$ cat src/rtl/sha256_pkg.sv
// Shared SHA-256 definitions: widths, the schedule word type, the small-sigma
// functions used by the message schedule and the compression core, and the
// 3:2 carry-save helpers used to build the schedule adder tree.
package sha256_pkg;

    localparam int WORD_W  = 32;
    localparam int ROUNDS  = 64;
    localparam int BLOCK_W = 512;

    typedef logic [31:0] word_t;

    // sigma0(x) = ROTR7 ^ ROTR18 ^ SHR3
    function automatic word_t ssig0(input word_t x);
        return {x[6:0], x[31:7]} ^ {x[17:0], x[31:18]} ^ {3'b000, x[31:3]};
    endfunction

    // sigma1(x) = ROTR17 ^ ROTR19 ^ SHR10
    function automatic word_t ssig1(input word_t x);
        return {x[16:0], x[31:17]} ^ {x[18:0], x[31:19]} ^ {10'b00_0000_0000, x[31:10]};
    endfunction

    // Sum output of a bitwise full-adder row.
    function automatic word_t csa_sum(input word_t a, input word_t b, input word_t c);
        return a ^ b ^ c;
    endfunction

    // Carry output of a bitwise full-adder row, already shifted into weight
    // position; the carry out of bit 31 is dropped because all sums are mod 2^32.
    function automatic word_t csa_carry(input word_t a, input word_t b, input word_t c);
        word_t maj;
        maj = (a & b) | (a & c) | (b & c);
        return {maj[30:0], 1'b0};
    endfunction

endpackage

$ cat src/rtl/sha256_msg_schedule.sv
// SHA-256 message schedule. Loads a 512-bit block on an accepted start and
// emits W0..W63, one per cycle, in lockstep with the external round counter.
// A sticky sync_err flags any active cycle where the counter's round index
// disagrees with the internal index; the datapath itself is never disturbed.
module sha256_msg_schedule
    import sha256_pkg::word_t, sha256_pkg::BLOCK_W, sha256_pkg::ssig0, sha256_pkg::ssig1,
           sha256_pkg::csa_sum, sha256_pkg::csa_carry;
#(
    parameter int WORD_W = 32,
    parameter int ROUNDS = 64
) (
    input  logic                 clk,
    input  logic                 rst,
    input  logic                 start,
    input  logic [BLOCK_W-1:0]   block_in,
    input  logic [5:0]           round,
    output logic [WORD_W-1:0]    w_out,
    output logic                 w_valid,
    output logic                 w_last,
    output logic                 busy,
    output logic                 sync_err
);

    localparam logic [5:0] LAST_IDX = 6'(ROUNDS - 1);

    logic       active_q, active_d;
    logic [5:0] idx_q,    idx_d;
    logic       sync_err_q, sync_err_d;
    word_t      w_q [16];
    word_t      w_d [16];

    // Adder tree intermediates for the next window word.
    word_t      sig1_s, sig0_s;
    word_t      csa1_sum_s, csa1_carry_s;
    word_t      csa2_sum_s, csa2_carry_s;
    word_t      w_new_s;

    // Next schedule word: two carry-save rows reduce the four operands to two,
    // then a single carry-propagate add closes the sum mod 2^32.
    always_comb begin
        sig1_s       = ssig1(w_q[14]);
        sig0_s       = ssig0(w_q[1]);
        csa1_sum_s   = csa_sum(sig1_s, w_q[9], sig0_s);
        csa1_carry_s = csa_carry(sig1_s, w_q[9], sig0_s);
        csa2_sum_s   = csa_sum(csa1_sum_s, csa1_carry_s, w_q[0]);
        csa2_carry_s = csa_carry(csa1_sum_s, csa1_carry_s, w_q[0]);
        w_new_s      = csa2_sum_s + csa2_carry_s;
    end

    // Next-state logic: block load when idle, window shift and index advance
    // when active, sticky round-sync check.
    always_comb begin
        active_d   = active_q;
        idx_d      = idx_q;
        sync_err_d = sync_err_q;
        w_d        = w_q;
        if (!active_q) begin
            if (start) begin
                // M0 sits in the top word of the big-endian block.
                for (int i = 0; i < 16; i++) begin
                    w_d[i] = block_in[BLOCK_W-1-32*i -: 32];
                end
                idx_d      = 6'd0;
                active_d   = 1'b1;
                sync_err_d = 1'b0;
            end else begin
                active_d = 1'b0;
            end
        end else begin
            for (int i = 0; i < 15; i++) begin
                w_d[i] = w_q[i+1];
            end
            w_d[15] = w_new_s;
            if (idx_q == LAST_IDX) begin
                active_d = 1'b0;
                idx_d    = 6'd0;
            end else begin
                idx_d = idx_q + 6'd1;
            end
            if (round != idx_q) begin
                sync_err_d = 1'b1;
            end else begin
                sync_err_d = sync_err_q;
            end
        end
    end

    // State registers; reset drops any block in flight immediately.
    always_ff @(posedge clk or posedge rst) begin
        if (rst) begin
            active_q   <= 1'b0;
            idx_q      <= 6'd0;
            sync_err_q <= 1'b0;
            w_q        <= '{default: 32'h0000_0000};
        end else begin
            active_q   <= active_d;
            idx_q      <= idx_d;
            sync_err_q <= sync_err_d;
            w_q        <= w_d;
        end
    end

    // Outputs are flop values gated by the active flag, so they are zero
    // whenever no block is in progress.
    always_comb begin
        if (active_q) begin
            w_out   = w_q[0];
            w_valid = 1'b1;
            w_last  = (idx_q == LAST_IDX);
            busy    = 1'b1;
        end else begin
            w_out   = 32'h0000_0000;
            w_valid = 1'b0;
            w_last  = 1'b0;
            busy    = 1'b0;
        end
        sync_err = sync_err_q;
    end

endmodule

$ cat config.mk
export PLATFORM = sky130hd
export DESIGN_NAME = sha256_msg_schedule
export DESIGN_NICKNAME = d
export VERILOG_FILES = /design/src/rtl/sha256_pkg.sv /design/src/rtl/sha256_msg_schedule.sv
export SDC_FILE = /design/constraint.sdc
export NUM_CORES = 1
export LEC_CHECK = 0
export ABC_AREA = 1
export CAP_MARGIN = 10
export CORE_UTILIZATION = 50
export CTS_CLUSTER_SIZE = 10
export DETAILED_ROUTE_END_ITERATION = 8
export HOLD_SLACK_MARGIN = 0.05
export PLACE_DENSITY = 0.86
export SYNTH_ARGS = -nofsm -noshare
export SYNTH_HDL_FRONTEND = slang
export SYNTH_SLANG_ARGS = --single-unit
$ cat constraint.sdc
create_clock -name clk -period 42.4 [get_ports clk]
set_input_delay 12.72 -clock clk [delete_from_list [all_inputs] [get_ports clk]]
set_output_delay 12.72 -clock clk [all_outputs]
set_load 0.02 [all_outputs]
==> metrics.md <==
| Metric | Value |
|---|---|
| Most used cell, CP | buf_4 |
| Seq/Total Area, Yosys | 46.7% |
| Die height | 238 µm |
| Cell Area, Synth | 27,900 µm² |
| Skew-Pair Late Insertion Delay | 0.63 ns |
| Worst-Margin Slew | 1.21 ns |
| Crit path required time | 42.94 ns |
| Drc violations | 0 |
| Period utilization | 39.1% |
| CTS hold repair buffers | 0 |
| Fill cells | 4,612 |
| Initial Util | 50.6% |
| Final TNS setup | 0 ns |
| Maximum number of pins on one net before global-route repair | 171 |
| Most frequent cells in the layout | nand2_1 (1,679), clkdlybuf4s50_1 (556), dfrtp_1 (519) |
| CP max-delay cell | buf_4 |
| Via density | 5.51 |
| TritonCTS clock tree | done |
| Worst Skew | 0.0374 ns |
| RSZ-0062 raised after global routing | no |
| Cells after Synth | 3,607 |
| Grt ovf | 0 |
| Vias in the first global route | 25,000 |
| Violation count after the first detailed-route iteration | around 3,200 |
| Asr flop ratio synth | 100% |
| Post-synthesis xor/xnor area fraction | 3.99% |
| CP arrival | 17.13 ns |
| Type of the most critical hold path | reg2reg |
| Largest family of logic cells by synthesized area | simple AND/OR/NAND/NOR gates |
| Status | complete, no violations |
| Share of cells above drive strength 1 | 2.78% |
| Adder-cell share of the synthesized area | under 10% |
| Clk buf depth | 3 |
| Nets | 4,636 |
| H-tree levels | 2 |
| Vias after detailed routing | roughly 26,000 |
| CP Class | in2reg |
| Warnings from Yosys | 0 |
| Fmax achieved | around 60 MHz |
| Crit-path max cell delay | 1.01 ns |
| Initial antenna violation count | 20 |
| Library cells used by synthesis | 38 |
| Main synth FF type | dfrtp_1 |
| Synth Area in Compound Gates | 3.49% |
| Input/output buffers | roughly 560 |
| PostCTS Resize Cnt | 0 |
| FF+latch count, synth | 520 |
| First-pass GRT wire length | 152,000 µm |
| Drt first pass iters | 6 |
| Rel. slew slack | around 19% |
| DR WL/cell | between 20 and 25 µm |
| Inst Count DP | 4,708 |
| Die area | 56,700 µm² |
| Max Fanout on Critical Path | 114 |
| ANT nets after route | 0 |
| GR Util All Layers | 36.3% |
| Final Hold Viols | 0 |
| Die width | 238 µm |
| Worst Setup Start Kind | primary input |
| Critical path cell sequence | clkdlybuf4s50_1, nor2_8, buf_4, buf_4, buf_4, buf_4, nand2_1, nand3_1 |
| Clk slew on worst S/H paths | around 0.060 ns |
| WL final | roughly 100,000 µm |
| CTS buffer count | 59 |
| Synthesized area per cell | 7.72 µm² |
| Most common cell after layout, fill and taps aside | nand2_1 |
| Layout area overhead | 26.2% |
| Post-synth EDFFs | 0 |
| Worst Setup End Kind | flop |
| Root buffer cell | clkbuf_16 |
| Synth Area in Simple Gates | 32.3% |
| Post-synthesis mux area share | 0% |
| GP Congestion | 0.960 |
| Final setup viols | 0 |
| Core area | ~55,000 µm² |
| Mapped Nets | approximately 4,200 |
| DP Wirelength | 78,700 µm |
| Fin cells | 4,793 |
| Final worst path period need | 16.59 ns |
| Pins Over Slew Limit | 0 |
| Sink Count | between 500 and 600 |
| Row count | 86 |
| Max-cap violations | 0 |
| Postcts setup bufs | 0 |
| # IOs | 557 |
## kinds of logic (layout without fill, tap and decap cells)
family | count (synthesis) | in the layout
xor gates and xnor gates | 127 | 127
and+or+nand+nor | 2216 | 2216
DFF | 520 | 520
adders and majority gates | 94 | 94
buffers and inverters | 510 | 934
other | 0 | 14
AOI/OAI and AO/OA | 140 | 140
## critical path, delay by kind of cell
kind                   cells  cell delay [ns]
buffers and inverters      5             3.80
AND/OR/NAND/NOR            3             0.44
## final timing paths
check | slack [ns] | to | depth (start not counted) | from
worst min register to register | 0.48 | w_q[137]$_DFFE_PP0P_ | 2 | w_q[105]$_DFFE_PP0P_
worst min-delay path | 0.48 | w_q[137]$_DFFE_PP0P_ | 2 | w_q[105]$_DFFE_PP0P_
worst max register to register | 37.17 | w_q[357]$_DFFE_PP0P_ | 8 | active_q$_DFF_PP0_
min in group asynchronous | 12.66 | w_q[507]$_DFFE_PP0P_ | 2 | rst
worst max-delay path | 25.81 | w_q[357]$_DFFE_PP0P_ | 8 | start
max in group asynchronous | 27.09 | w_q[133]$_DFFE_PP0P_ | 4 | rst
## cell usage after synthesis, types with 4 or more instances
library cell / instances / share of area (%)
buf_4: 16 / 0.43
nor2_1: 36 / 0.49
ha_1: 32 / 1.4
xor2_1: 67 / 2.1
a22o_1: 14 / 0.44
nor2_2: 4 / 0.090
buf_2: 90 / 1.6
and2_1: 5 / 0.11
nand2_2: 6 / 0.13
o211ai_1: 78 / 2.1
nand3_1: 466 / 8.4
a21oi_1: 23 / 0.41
nand2_1: 1679 / 23
inv_1: 277 / 3.7
dfrtp_1: 520 / 47
nand4_1: 7 / 0.16
fa_1: 62 / 4.5
nor3_1: 5 / 0.090
xnor2_1: 60 / 1.9
buf_1: 15 / 0.20
clkbuf_1: 101 / 1.4
inv_2: 6 / 0.081
buf_6: 4 / 0.16
o21ai_0: 13 / 0.23
## routing by layer
| layer | share of wire, % | up-vias | GRT usage (%) |
|---|---|---|---|
| met5 | 0.078 | - | 0 |
| met4 | 5.9 | 12 | 19.2 |
| met3 | 10 | 284 | 7.90 |
| met2 | 45 | 1480 | 55.2 |
| met1 | 39 | 12600 | 48.6 |
| li1 | - | 12000 | - |
## stage by stage
step	hold slack (ns)	worst slack [ns]	cell area [µm²]	util (%)
floorplan	0.462	15.15	27900	-
global placement	0.469	25.41	33500	60.8
detailed placement	0.473	25.35	33500	60.8
CTS	0.481	25.97	35100	63.8
global route	0.505	25.58	35200	63.8
finish	0.482	25.81	35200	63.8
## registers in the layout (all words and copies together), names as in the netlist
register and count:
idx_q 6, active_q 1, w_q 512, sync_err 1
## final cells by class
type / instances / area, µm² / area share [%]
Sequential cell: 520 / 13000 / 37.0
Multi-Input combinational cell: 2577 / 12700 / 36.2
Timing Repair Buffer: 579 / 5750 / 16.4
Clock buffer: 65 / 1520 / 4.32
Inverter: 284 / 1070 / 3.05
Tap cell: 748 / 936 / 2.66
Clock inverter: 6 / 97.6 / 0.278
Antenna cell: 14 / 35.0 / 0.0996
Power is not shown: default switching activity piles up to over one toggle a cycle in this logic, so the estimate is an artifact.
